**config.mk**
```make
export PLATFORM = sky130hd
export DESIGN_NAME = uart_txer_flat
export DESIGN_NICKNAME = d
export VERILOG_FILES = /design/src/rtl/uart_txer_if.sv /design/src/rtl/uart_txer.sv /design/src/flat_wrapper.sv
export SDC_FILE = /design/constraint.sdc
export NUM_CORES = 1
export LEC_CHECK = 0
export ABC_AREA = 1
export CORE_MARGIN = 4
export CORE_UTILIZATION = 60
export DETAILED_ROUTE_END_ITERATION = 7
export PLACE_DENSITY_LB_ADDON = 0.08
export SYNTH_ARGS = -nofsm -noshare
export SYNTH_HDL_FRONTEND = slang
export SYNTH_SLANG_ARGS = --single-unit
```
**constraint.sdc**
```tcl
create_clock -name clk -period 5 [get_ports clk]
set_input_delay 0.5 -clock clk [delete_from_list [all_inputs] [get_ports clk]]
set_output_delay 0.5 -clock clk [all_outputs]
set_load 0.01 [all_outputs]
```
**src/rtl/uart_txer_if.sv**
```systemverilog
// Byte-write and serial-line signal bundle for the uart_txer transmit stage.
// The master writes bytes and observes the line; the slave is the transmitter.
interface uart_txer_if;
   logic [7:0] data_in;
   logic       en_data_in;
   logic       full;
   logic       TX;
   logic       tx_busy;
   logic       tx_done;

   modport master (
      output data_in,
      output en_data_in,
      input  full,
      input  TX,
      input  tx_busy,
      input  tx_done
   );

   modport slave (
      input  data_in,
      input  en_data_in,
      output full,
      output TX,
      output tx_busy,
      output tx_done
   );
endinterface

```
**src/rtl/uart_txer.sv**
```systemverilog
// 8N1 serial transmitter fed by a DEPTH-entry byte FIFO.
// Frames are sent back to back while the FIFO holds data, and every output is registered.
module uart_txer #(
   parameter int CLK_FREQ = 24000000,
   parameter int BAUD     = 4800,
   parameter int DEPTH    = 4
) (
   input  logic         clk,
   input  logic         rst,
   uart_txer_if.slave   bus
);

   localparam int BAUD_DIV = CLK_FREQ / BAUD;
   localparam int CNT_W    = $clog2(BAUD_DIV);
   localparam int PTR_W    = $clog2(DEPTH);

   localparam logic [CNT_W-1:0] CNT_ZERO = CNT_W'(0);
   localparam logic [CNT_W-1:0] CNT_ONE  = CNT_W'(1);
   localparam logic [CNT_W-1:0] CNT_LAST = CNT_W'(BAUD_DIV - 1);
   localparam logic [CNT_W-1:0] CNT_PRE  = CNT_W'(BAUD_DIV - 2);
   localparam logic [PTR_W:0]   OCC_ZERO = (PTR_W + 1)'(0);
   localparam logic [PTR_W:0]   OCC_ONE  = (PTR_W + 1)'(1);
   localparam logic [PTR_W:0]   OCC_FULL = (PTR_W + 1)'(DEPTH);
   localparam logic [PTR_W-1:0] PTR_ONE  = PTR_W'(1);

   typedef enum logic [1:0] {
      S_IDLE  = 2'd0,
      S_START = 2'd1,
      S_DATA  = 2'd2,
      S_STOP  = 2'd3
   } state_e;

   state_e           state_q, state_d;
   logic [CNT_W-1:0] baud_q, baud_d;
   logic [2:0]       bit_q, bit_d;
   logic [7:0]       shift_q, shift_d;
   logic             tx_q, tx_d;
   logic             done_q, done_d;
   logic             full_q, full_d;
   logic             busy_q, busy_d;
   logic [PTR_W:0]   count_q, count_d;
   logic [PTR_W-1:0] rd_q, rd_d;
   logic [PTR_W-1:0] wr_q, wr_d;
   logic [7:0]       mem_q [DEPTH];

   logic             push_s;
   logic             pop_s;
   logic             baud_last_s;

   assign push_s      = bus.en_data_in & ~full_q;
   assign baud_last_s = (baud_q == CNT_LAST);

   // Frame sequencing: line level, bit timing and FIFO pops
   always_comb begin
      state_d = state_q;
      baud_d  = baud_q;
      bit_d   = bit_q;
      shift_d = shift_q;
      tx_d    = tx_q;
      pop_s   = 1'b0;
      case (state_q)
         S_IDLE: begin
            if (count_q != OCC_ZERO) begin
               pop_s   = 1'b1;
               shift_d = mem_q[rd_q];
               baud_d  = CNT_ZERO;
               tx_d    = 1'b0;
               state_d = S_START;
            end else begin
               tx_d    = 1'b1;
            end
         end
         S_START: begin
            if (baud_last_s) begin
               baud_d  = CNT_ZERO;
               bit_d   = 3'd0;
               tx_d    = shift_q[0];
               state_d = S_DATA;
            end else begin
               baud_d  = baud_q + CNT_ONE;
            end
         end
         S_DATA: begin
            if (baud_last_s) begin
               baud_d = CNT_ZERO;
               if (bit_q == 3'd7) begin
                  tx_d    = 1'b1;
                  state_d = S_STOP;
               end else begin
                  bit_d = bit_q + 3'd1;
                  tx_d  = shift_q[bit_d];
               end
            end else begin
               baud_d = baud_q + CNT_ONE;
            end
         end
         S_STOP: begin
            tx_d = 1'b1;
            if (baud_last_s) begin
               baud_d = CNT_ZERO;
               // Chain straight into the next start bit so no idle gap appears
               if (count_q != OCC_ZERO) begin
                  pop_s   = 1'b1;
                  shift_d = mem_q[rd_q];
                  tx_d    = 1'b0;
                  state_d = S_START;
               end else begin
                  state_d = S_IDLE;
               end
            end else begin
               baud_d = baud_q + CNT_ONE;
            end
         end
         default: begin
            tx_d    = 1'b1;
            state_d = S_IDLE;
         end
      endcase
   end

   // FIFO occupancy, pointers and registered status flags
   always_comb begin
      count_d = count_q;
      rd_d    = rd_q;
      wr_d    = wr_q;
      case ({push_s, pop_s})
         2'b10:   count_d = count_q + OCC_ONE;
         2'b01:   count_d = count_q - OCC_ONE;
         default: count_d = count_q;
      endcase
      if (push_s) begin
         wr_d = wr_q + PTR_ONE;
      end else begin
         wr_d = wr_q;
      end
      if (pop_s) begin
         rd_d = rd_q + PTR_ONE;
      end else begin
         rd_d = rd_q;
      end
      full_d = (count_d == OCC_FULL);
      busy_d = (state_d != S_IDLE) || (count_d != OCC_ZERO);
      // Registered tx_done lands on the final clock of the stop bit
      done_d = (state_q == S_STOP) && (baud_q == CNT_PRE);
   end

   // State and output registers
   always_ff @(posedge clk or posedge rst) begin
      if (rst) begin
         state_q <= S_IDLE;
         baud_q  <= CNT_ZERO;
         bit_q   <= 3'd0;
         shift_q <= 8'h00;
         tx_q    <= 1'b1;
         done_q  <= 1'b0;
         full_q  <= 1'b0;
         busy_q  <= 1'b0;
         count_q <= OCC_ZERO;
         rd_q    <= '0;
         wr_q    <= '0;
      end else begin
         state_q <= state_d;
         baud_q  <= baud_d;
         bit_q   <= bit_d;
         shift_q <= shift_d;
         tx_q    <= tx_d;
         done_q  <= done_d;
         full_q  <= full_d;
         busy_q  <= busy_d;
         count_q <= count_d;
         rd_q    <= rd_d;
         wr_q    <= wr_d;
      end
   end

   // FIFO storage; contents are don't-care until written
   always_ff @(posedge clk) begin
      if (push_s) begin
         mem_q[wr_q] <= bus.data_in;
      end
   end

   assign bus.TX      = tx_q;
   assign bus.full    = full_q;
   assign bus.tx_busy = busy_q;
   assign bus.tx_done = done_q;

endmodule
```
**src/flat_wrapper.sv**
```systemverilog
// flat-port wrapper written by rule: the top's interface ports become plain ports
module uart_txer_flat 
#(
   parameter int CLK_FREQ = 24000000,
   parameter int BAUD     = 4800,
   parameter int DEPTH    = 4
)
  (clk, rst, bus_data_in, bus_en_data_in, bus_full, bus_TX, bus_tx_busy, bus_tx_done);
  uart_txer_if bus_i ();
  input  logic clk;
  input  logic rst;
  input wire logic [$bits(bus_i.data_in)-1:0] bus_data_in;
  input wire logic [$bits(bus_i.en_data_in)-1:0] bus_en_data_in;
  output wire logic [$bits(bus_i.full)-1:0] bus_full;
  output wire logic [$bits(bus_i.TX)-1:0] bus_TX;
  output wire logic [$bits(bus_i.tx_busy)-1:0] bus_tx_busy;
  output wire logic [$bits(bus_i.tx_done)-1:0] bus_tx_done;
  assign bus_i.data_in = bus_data_in;
  assign bus_i.en_data_in = bus_en_data_in;
  assign bus_full = bus_i.full;
  assign bus_TX = bus_i.TX;
  assign bus_tx_busy = bus_i.tx_busy;
  assign bus_tx_done = bus_i.tx_done;
  uart_txer #(.CLK_FREQ(CLK_FREQ), .BAUD(BAUD), .DEPTH(DEPTH)) u_core (.clk(clk), .rst(rst), .bus(bus_i));
endmodule
```
==> flow_summary.toml, run 1 <==
[hold_path]
holdPathStages = 2
hold_path_startpoint = "u_core.shift_q[1]"
min_path_type = "reg -> reg"
min_delay_worst_endpoint = "u_core.shift_q[1]"

[global_routing]
grt_first_pass_wirelength_um = 10500
initial_antenna_violation_count = 0
grt_remaining_overflow = 0
via_count_of_the_first_global_routing_pass = 2326
maximum_number_of_pins_on_one_net_before_global_route_repair = 38
gr-usage-all-layers_pct = 19.1

[critical_path]
timing.rr.end = "u_core.bus.tx_busy"
critPathMaxStageDelay_ns = 0.47
crit_slowest_cell = "sky130_fd_sc_hd__fa_1"
worst_r2r_startpoint = "u_core.state_q[1]"
setup.worst_path.end_class = "flop"
required_ns = 5.22
arrival_ns = 2.94
critical-path-top-delay-family = "adder cells"
cp-start-kind = "flop"
path_buf_inv = 4
timing.reg2reg.worst_path_depth = 13
crit_top_cell = "sky130_fd_sc_hd__inv_1"
crit_fanout = 6
reg_to_reg_slack_setup_ns = 2.28
crit_type = "reg -> reg"
crit_chain = "inv_1, ha_1, inv_1, o21ai_0, nand2_1, inv_1, ha_1, inv_1, fa_1, o21ai_0, or2_2, nor2_1, nand3_1"

[clocking]
cts_buffer_depth = 2
clk_pin_slew_ns = 0.08
post_cts_hold_buffer_count = 0
number_of_h_tree_levels = 3
clkSinkCount = 69
cts-resized-gates = 0
worst_skew_pair.late_latency_ns = 0.35
numCtsBuffers = 9
clock-root-buffer = "sky130_fd_sc_hd__clkbuf_8"
post-cts-setup-buffers = 0
cts_tree = "yes"

[drt]
dr.pass1.iters = 4
top_layer_used = "met4"
met3_wirelength_um = 271
via_per_inst = 5.29
wl_met1_um = 2560
num_vias = 2403
detail_route.wl_per_cell_um = 13.2
route.detailed.drc = 0
dr_wl_met2_um = 3000
detailedRoute.firstIterationViolations = 116
antenna_violating_nets_left = 0
routed_wl_um = 5990

[final_layout]
most_common_cell_after_layout_fill_and_taps_aside = "sky130_fd_sc_hd__nand2_1"
share_of_layout_cells_above_drive_strength_1_pct = 8.64
flow.area_growth_from_synthesis_pct = 12.6
fin_util_pct = 69.5
post-route-cell-area_um2 = 3830
antenna_cells_inserted = 0
finalNetCount = 403
layout_common_cells = "sky130_fd_sc_hd__nand2_1 (60), sky130_fd_sc_hd__inv_1 (54), sky130_fd_sc_hd__nor2_1 (45)"

[sta]
relSlewSlack_pct = 48.0
fin_worst_skew_ns = 0.0112
slew_viol_final = 0
worstMarginPinSlew_ns = 0.776
post-route-period-util_pct = 54.4
setup_viol = 0
fin_setup_tns_ns = 0
final.min_clock_period_ns = 2.72
hold_viol = 0
layout_setup_ws_ns = 2.28
grt_setup_unrepaired = "no"
maxClockFrequency_ghz = 0.368

[floorplanning]
floorplan.die_area_um2 = 6930
initial_utilization_pct = 61.7
die_h_um = 83.3
die_width_um = 83.3
rows = 27
floorplan.core_area_um2 = 5510
io_pins = 15

[power]
cellPowerDensity_nw_per_um2 = 361
power.sequential.fraction_pct = 50.2
static-leakage-power_nw = 1.65
power.switching_fraction_pct = 26.2
p_int_mw = 1.02
share_of_power_burned_in_combinational_logic_pct = 12.7
ir_worst_vdd_uv = 326
p_clk_share_pct = 37.1
net-switching-power_uw = 362

[synth]
synth-edff-count = 32
post_synth_inst_count = 358
post-synth-top-area-fraction_pct = 28.3
seq_area_frac_synth_pct = 55.5
synthDominantAreaCellType = "sky130_fd_sc_hd__edfxtp_1"
synth_seq_cells = 69
yosysUniqueCellTypes = 33
netlist_area_um2 = 3400
synth_nets = 384
synth-async-reset-ratio_pct = 53.6
yosysWarningCount = 0
synth.top_cells.by_area = "sky130_fd_sc_hd__edfxtp_1 (28%), sky130_fd_sc_hd__dfrtp_1 (26%), sky130_fd_sc_hd__nand2_1 (6.6%), sky130_fd_sc_hd__inv_1 (6.0%), sky130_fd_sc_hd__ha_1 (5.2%)"
ys.flop_type = "sky130_fd_sc_hd__dfrtp_1"
synthesis.area_per_instance_um2 = 9.50

[placement]
finalWeightedCongestion = 0.816
pre_cts_slack_ns = 2.28
number_of_port_buffers = 14
dp.final_hpwl_um = 4270
place_area_um2 = 3600

[job]
max_cap_viol_count = 0

[run_status]
outcome = "completed"
==> state kept, by name, summed over array words and instances, names as in the netlist <==
| signal | cells |
|---|---|
| u_core.bus.tx_done | 1 |
| u_core.shift_q | 8 |
| u_core.baud_q | 13 |
| u_core.bit_q | 3 |
| u_core.bus.full | 1 |
| u_core.count_q | 3 |
| u_core.bus.tx_busy | 1 |
| u_core.state_q | 2 |
| u_core.mem_q | 32 |
| u_core.wr_q | 2 |
| u_core.bus.TX | 1 |
| u_core.rd_q | 2 |
==> power groups by stage <==
stage / registers, mW / clock network, mW / logic, mW
2_1_floorplan: 0.700 / 0 / 0.127
3_3_place_gp: 0.702 / 0 / 0.175
3_5_place_dp: 0.705 / 0 / 0.180
4_1_cts: 0.693 / 0.525 / 0.180
5_1_grt: 0.699 / 0.551 / 0.208
6_report: 0.693 / 0.512 / 0.175
==> Yosys cell counts, types with 3 or more instances <==
master / number
sky130_fd_sc_hd__o32ai_1: 8
sky130_fd_sc_hd__nand4_1: 4
sky130_fd_sc_hd__nand2_1: 60
sky130_fd_sc_hd__xnor2_1: 3
sky130_fd_sc_hd__o21ai_0: 17
sky130_fd_sc_hd__buf_2: 4
sky130_fd_sc_hd__o21ai_1: 8
sky130_fd_sc_hd__nand3_1: 24
sky130_fd_sc_hd__a21oi_1: 8
sky130_fd_sc_hd__xor2_1: 8
sky130_fd_sc_hd__edfxtp_1: 32
sky130_fd_sc_hd__ha_1: 14
sky130_fd_sc_hd__dfrtp_1: 36
sky130_fd_sc_hd__nand2_2: 3
sky130_fd_sc_hd__inv_1: 54
sky130_fd_sc_hd__o22ai_1: 8
sky130_fd_sc_hd__nor2_1: 45
==> per-stage QoR <==
step	std cells	hold WS [ns]	power, mW
after floorplan	358	0.455	0.826
after global placement	438	0.479	0.877
after detailed placement	438	0.481	0.885
after CTS	454	0.498	1.40
after global routing	454	0.516	1.46
final	454	0.494	1.38
==> worst max-delay path by stage <==
| stage | slack (ns) | to | start | cells after the start |
|---|---|---|---|---|
| 2_1_floorplan | 2.51 | u_core.bus.tx_busy | u_core.baud_q[0] | 14 |
| 3_3_place_gp | 2.34 | u_core.bus.tx_busy | u_core.state_q[0] | 13 |
| 3_5_place_dp | 2.28 | u_core.bus.tx_busy | u_core.state_q[1] | 13 |
| 4_1_cts | 2.28 | u_core.bus.tx_busy | u_core.state_q[1] | 13 |
| 5_1_grt | 2.09 | u_core.bus.tx_busy | u_core.baud_q[0] | 14 |
| 6_report | 2.28 | u_core.bus.tx_busy | u_core.state_q[1] | 13 |
==> cell type report <==
class / instances / area [um^2]
Sequential cell: 69 / 1890
Clock buffer: 9 / 124
Multi-Input combinational cell: 226 / 1260
Inverter: 56 / 210
Tap cell: 72 / 90.1
Timing Repair Buffer: 15 / 148
Fill cell: 426 / 1680
Clock inverter: 7 / 104
==> kinds of logic (layout without fill, tap and decap cells) <==
logic type,after synthesis,after routing,share of synthesized area [%]
AO/OA/AOI/OAI,52,52,9.09
buffers and inverters,63,87,7.32
adder cells (fa/ha/maj),15,15,5.74
AND/OR/NAND/NOR,148,148,19.5
XOR/XNOR,11,11,2.83
flip-flops,69,69,55.5
==> per-layer routing <==
layer / track usage (%) / vias to the layer above
met5: 0 / -
met4: 8.92 / 0
met3: 5.36 / 14
met2: 32.8 / 52
met1: 22.0 / 1109
li1: - / 1228
==> worst reg2reg max path, stage by stage (launching register included) <==
cell,delay [ns]
sky130_fd_sc_hd__dfrtp_1,0.43
sky130_fd_sc_hd__inv_1,0.14
sky130_fd_sc_hd__ha_1,0.30
sky130_fd_sc_hd__inv_1,0.10
sky130_fd_sc_hd__o21ai_0,0.17
sky130_fd_sc_hd__nand2_1,0.13
sky130_fd_sc_hd__inv_1,0.08
sky130_fd_sc_hd__ha_1,0.14
sky130_fd_sc_hd__inv_1,0.06
sky130_fd_sc_hd__fa_1,0.47
sky130_fd_sc_hd__o21ai_0,0.08
sky130_fd_sc_hd__or2_2,0.31
sky130_fd_sc_hd__nor2_1,0.10
sky130_fd_sc_hd__nand3_1,0.08
No activity file was read; power rests on OpenSTA's default activity.
==> inputs of run 2 (changes only) <==
--- a/config.mk
+++ b/config.mk
@@ -7,7 +7,7 @@
 export LEC_CHECK = 0
 export ABC_AREA = 1
 export CORE_MARGIN = 4
-export CORE_UTILIZATION = 60
+export CORE_UTILIZATION = 54
 export DETAILED_ROUTE_END_ITERATION = 7
 export PLACE_DENSITY_LB_ADDON = 0.08
 export SYNTH_ARGS = -nofsm -noshare
==> constraint.sdc (replaced) <==
create_clock -name clk -period 2.2 [get_ports clk]
set_input_delay 0.22 -clock clk [delete_from_list [all_inputs] [get_ports clk]]
set_output_delay 0.22 -clock clk [all_outputs]
set_load 0.01 [all_outputs]
==> run 2 against run 1 <==
Die area grew 10%. Fmax grew 11%. Flip-flop and latch count is the same. Combinational power grew to 3.2 times the previous value. Final area grew 10%. Setup slack lost 2.5 ns. Via count grew 7.3%. Register-to-register slack lost 2.5 ns. Wire length grew 10%. The run now ends with negative setup slack left. Clock-buffer cell count is the same. Critical path depth grew 1.
==> flow_summary.toml, run 2 (synthesized netlist as in run 1, its figures left out) <==
[floorplanning]
io_pins = 15
die_width_um = 87.3
die_h_um = 87.3
floorplan.die_area_um2 = 7630
floorplan.core_area_um2 = 6030
initial_utilization_pct = 56.4
rows = 28

[sta]
layout_setup_ws_ns = -0.249
fin_worst_skew_ns = 0.0127
maxClockFrequency_ghz = 0.408
post-route-period-util_pct = 111
grt_setup_unrepaired = "yes"
hold_viol = 0
slew_viol_final = 0
relSlewSlack_pct = 65.6
hold-worst-slack_ns = 0.282
worstMarginPinSlew_ns = 0.516
fin_setup_tns_ns = -0.522
setup_viol = 3
final.min_clock_period_ns = 2.45

[clocking]
clk_pin_slew_ns = 0.08
worst_skew_pair.late_latency_ns = 0.34
number_of_h_tree_levels = 3
cts_tree = "yes"
numCtsBuffers = 9
cts_buffer_depth = 2
clock-root-buffer = "sky130_fd_sc_hd__clkbuf_8"
clkSinkCount = 69

[critical_path]
arrival_ns = 2.67
timing.reg2reg.worst_path_depth = 14
crit_fanout = 2
timing.rr.end = "u_core.bus.tx_busy"
setup.worst_path.end_class = "flop"
reg_to_reg_slack_setup_ns = -0.25
required_ns = 2.42
crit_type = "reg -> reg"
cp-start-kind = "flop"
worst_r2r_startpoint = "u_core.baud_q[1]"

[global_routing]
initial_antenna_violation_count = 0
gr-usage-all-layers_pct = 19.5
grt_first_pass_wirelength_um = 11400
maximum_number_of_pins_on_one_net_before_global_route_repair = 38
via_count_of_the_first_global_routing_pass = 2540
grt_remaining_overflow = 0

[placement]
pre_cts_slack_ns = -0.208
number_of_port_buffers = 14
post-place-cells = 481
place_area_um2 = 3930
finalWeightedCongestion = 0.834
dp.final_hpwl_um = 4590

[drt]
detail_route.wl_per_cell_um = 13.2
num_vias = 2578
detailedRoute.firstIterationViolations = 141
route.detailed.drc = 0
antenna_violating_nets_left = 0
routed_wl_um = 6590
via_per_inst = 5.15
dr.pass1.iters = 4

[run_status]
outcome = "finished, violations left"
violations = "negative setup slack"

[final_layout]
most_common_cell_after_layout_fill_and_taps_aside = "sky130_fd_sc_hd__nand2_1"
largest_reg_flops = 32
antenna_cells_inserted = 0
share_of_layout_cells_above_drive_strength_1_pct = 20.4
flow.area_growth_from_synthesis_pct = 24.0
top_regs = "u_core.mem_q: 32 flops, u_core.baud_q: 13 flops, u_core.shift_q: 8 flops"
post-route-cell-area_um2 = 4220
fillers = 458
layout_common_cells = "sky130_fd_sc_hd__nand2_1 (60), sky130_fd_sc_hd__inv_1 (52), sky130_fd_sc_hd__buf_4 (45)"
finalNetCount = 447
regMostFlops = "u_core.mem_q"
layout.cells.non_filler = 501

[job]
max_cap_viol_count = 0

[power]
cellPowerDensity_nw_per_um2 = 779
ir_worst_vdd_uv = 638
static-leakage-power_nw = 1.85

[hold_path]
min_path_type = "in -> async"
[run 2: cell count changes in the layout (fill, tap and decap cells not counted), moves of 2 or more]
| cell | before | now |
|---|---|---|
| sky130_fd_sc_hd__nand3_1 | 24 | 22 |
| sky130_fd_sc_hd__buf_4 | 1 | 45 |
| sky130_fd_sc_hd__o21ai_0 | 17 | 14 |
| sky130_fd_sc_hd__ha_1 | 14 | 11 |
| sky130_fd_sc_hd__inv_1 | 54 | 52 |
| sky130_fd_sc_hd__inv_6 | 3 | 1 |
| sky130_fd_sc_hd__o21ai_1 | 8 | 10 |
| sky130_fd_sc_hd__clkinvlp_4 | 0 | 2 |
| sky130_fd_sc_hd__inv_2 | 1 | 3 |
| sky130_fd_sc_hd__ha_2 | 0 | 2 |
| sky130_fd_sc_hd__nor2_4 | 1 | 3 |
[run 2: worst max path at each step]
| stage | start | end | depth (start not counted) |
|---|---|---|---|
| after floorplan | u_core.baud_q[0] | u_core.bus.tx_busy | 14 |
| final | u_core.baud_q[1] | u_core.bus.tx_busy | 14 |
| after detailed placement | u_core.baud_q[1] | u_core.bus.tx_busy | 14 |
| after CTS | u_core.baud_q[1] | u_core.bus.tx_busy | 15 |
| after global placement | u_core.baud_q[1] | u_core.bus.tx_busy | 14 |
| after global routing | u_core.baud_q[1] | u_core.bus.tx_busy | 15 |
[run 2: power by group]
group | leakage (nW) | switching [mW] | internal [mW]
clock network | 0.106 | 0.502 | 0.642
logic | 0.996 | 0.326 | 0.236
registers | 0.750 | 0.0553 | 1.52
total | 1.85 | 0.883 | 2.40
[run 2: critical path, stage by stage, from the launching register on]
cell                      delay (ns)
sky130_fd_sc_hd__dfrtp_1        0.39
sky130_fd_sc_hd__ha_2           0.23
sky130_fd_sc_hd__nand3_4        0.08
sky130_fd_sc_hd__nor2_4         0.10
sky130_fd_sc_hd__nand4_1        0.07
sky130_fd_sc_hd__o21ai_1        0.08
sky130_fd_sc_hd__nand2_1        0.08
sky130_fd_sc_hd__inv_1          0.07
sky130_fd_sc_hd__ha_2           0.17
sky130_fd_sc_hd__inv_2          0.04
sky130_fd_sc_hd__fa_1           0.50
sky130_fd_sc_hd__o21ai_2        0.08
sky130_fd_sc_hd__or2_4          0.25
sky130_fd_sc_hd__nor2_4         0.11
sky130_fd_sc_hd__nand3_2        0.07
[run 2: timing repair]
| action | 4_1_cts | 5_1_grt |
|---|---|---|
| pin swaps | 3 | 4 |
| buffers inserted | 4 | 0 |
| endpoints found under the setup margin | 3 | 3 |
| gates resized for setup | 2 | 4 |
| hold buffers | 0 | 0 |
[run 2: final cells by class]
class	count	area, um^2	area share (%)
clock buffer	9	124	2.94
clock inverter	7	97.6	2.32
inverter	56	210	4.99
multi-input combinational	226	1320	31.4
sequential	69	1890	44.8
tap	75	93.8	2.23
timing repair buffer	59	478	11.3
[run 2: metal layers]
layer  track usage [%]  vias up  share of wire [%]
met5                 0        -                  0
met4              6.97        0                1.5
met3              3.41        9                3.0
met2              32.7       44                 50
met1              25.2     1213                 46
li1                  -     1312                  -
[run 2: through the flow]
step / power (mW) / util, %
floorplan: 1.89 / -
global placement: 2.10 / 65.3
detailed placement: 2.10 / 65.3
CTS: 3.27 / 69.5
global route: 3.44 / 70.0
finish: 3.28 / 70.0
==> variant (flow settings as in run 1) <==
`CLK_FREQ` is set to 24000000 in 2 places; all go to 48000000.
--- a/src/rtl/uart_txer.sv
+++ b/src/rtl/uart_txer.sv
@@ -2,5 +2,5 @@
 // Frames are sent back to back while the FIFO holds data, and every output is registered.
 module uart_txer #(
-   parameter int CLK_FREQ = 24000000,
+   parameter int CLK_FREQ = 48000000,
    parameter int BAUD     = 4800,
    parameter int DEPTH    = 4
--- a/src/flat_wrapper.sv
+++ b/src/flat_wrapper.sv
@@ -2,5 +2,5 @@
 module uart_txer_flat 
 #(
-   parameter int CLK_FREQ = 24000000,
+   parameter int CLK_FREQ = 48000000,
    parameter int BAUD     = 4800,
    parameter int DEPTH    = 4
Check against the original RTL: no difference found for any inputs over 10 cycles, from zero or initial values and one cycle with rst high; that may be too few to reach the edited logic, so the function may still have changed.
==> variant against run 1 <==
- clock power is 2% higher
- power is 1.4% higher
- die area is 1.1% higher
- cell count is 1.1% lower
- maximum frequency is 4.0% lower
- wire length is 4.3% higher
- synthesized area is 1.3% higher
- cell area is 1.4% higher
- largest power group unchanged
- setup slack worse by 0.11 ns
- combinational power is 2% lower
- via count is 0.71% lower
- critical endpoint unchanged
- sequential cell count is 1 higher
==> variant: results (changes against run 1) <==
Final sequential cell count - 70 (was 69)
Htree depth - 3 (unchanged)
CP max stage delay - 0.43 ns (was 0.47 ns)
Synth cell count leaders - 54 x nand2_1, 50 x inv_1, 38 x nor2_1 (was 60 x nand2_1, 54 x inv_1, 45 x nor2_1)
Critical path data arrival time - 3.06 ns (was 2.94 ns)
Grt met1 use - 0.258 (was 0.220)
Sequential Power Share - 0.504 (was 0.502)
Synth Net Count - 377 (was 384)
Slew HR - 0.462 (was 0.480)
Area of the multi-input gates - 1310 µm² (was 1260 µm²)
RR Startpoint - u_core.state_q[1] (unchanged)
NumNets Final - 398 (was 403)
Largest net degree at the start of global routing - 39 (was 38)
Worst Hold Path EP - u_core.shift_q[4] (was u_core.shift_q[1])
Sequential element share of the synthesized area - 0.556 (was 0.555)
All-Layer GR Usage - 0.192 (was 0.191)
Dpl hpwl - 4.41 mm (was 4.27 mm)
Clock network fraction of total power - 0.373 (was 0.371)
Ys Warns - 0 (unchanged)
Worst Hold Launch - u_core.shift_q[4] (was u_core.shift_q[1])
CP Capture Point - u_core.bus.tx_busy (unchanged)
CP max FO - 5 (was 6)
Routed WL per cell - 13.9 µm (was 13.2 µm)
ClkCell Share - 0.0587 (was 0.0595)
Clk power - 0.522 mW (was 0.512 mW)
Drt initial violations - 134 (was 116)
Multi-input gates - 225 (was 226)
Hold WC Path Type - reg -> reg (unchanged)
Share of cells above drive strength 1 - 0.101 (was 0.0864)
R2R cell count - 15 (was 13)
Vias in the first global route - 2281 (was 2326)
Switch Pwr - 0.376 mW (was 0.362 mW)
WHS - 0.495 ns (was 0.494 ns)
P_leak - 1.64 nW (was 1.65 nW)
DR WL met2 - 3.03 mm (was 3.00 mm)
Post-synth ARST share - 0.543 (was 0.536)
Buffering overhead - 0.0381 (was 0.0386)
Vias - 2386 (was 2403)
Status - complete, no violations (unchanged)
Met3 Use GR - 0.0415 (was 0.0536)
Worst clock skew - 0.0115 ns (was 0.0112 ns)
Yosys cell types - 36 (was 33)
Met2 GRT Util - 0.309 (was 0.328)
Invs w/o clock - 51 (was 56)
Fill cell count - 420 (was 426)
Routed wl met3 - 218 µm (was 271 µm)
Met1 wire length - 2.89 mm (was 2.56 mm)
Largest cells by area after synthesis - edfxtp_1 28%, dfrtp_1 27%, nand2_1 5.9% (was edfxtp_1 28%, dfrtp_1 26%, nand2_1 6.6%)
Peak VDD IR - 0.252 mV (was 0.326 mV)
Gp weighted congestion - 0.795 (was 0.816)
Top Registers - u_core.mem_q: 32 flops, u_core.baud_q: 14 flops, u_core.shift_q: 8 flops (was u_core.mem_q: 32 flops, u_core.baud_q: 13 flops, u_core.shift_q: 8 flops)
Seq area share - 0.493 (about the same)
Crit-path slowest cell - dfrtp_1 (was fa_1)
Final worst setup slack - 2.17 ns (was 2.28 ns)
First-pass DRT Iterations - 5 (was 4)
PostCTS Resize Cnt - 0 (unchanged)
Global-route wire length before repair - 10.8 mm (was 10.5 mm)
variant: cell types whose count changed after synthesis, moves of 4 or more:
cell / run 1 / this run
o21ai_0: 17 / 37
o21ai_1: 8 / 2
o32ai_1: 8 / 0
nand3_1: 24 / 19
nor2_1: 45 / 38
inv_1: 54 / 50
nand2_1: 60 / 54
o21ai_2: 2 / 7
variant: cell families (layout without fill, tap and decap cells):
logic type                 Yosys count  in the layout  synth area share
buffers and inverters               56             82            0.0643
adders and majority gates           15             15            0.0567
and+or+nand+nor                    131            131             0.178
xor gates and xnor gates             9              9            0.0229
AOI/OAI and AO/OA                   70             70             0.122
DFF                                 70             70             0.556
variant: per-stage QoR:
stage / area (µm²) / util / cells
floorplan: 3440 / - / 351
global placement: 3650 / 0.659 / 433
detailed placement: 3650 / 0.659 / 433
CTS: 3880 / 0.700 / 449
global route: 3880 / 0.700 / 449
finish: 3880 / 0.700 / 449
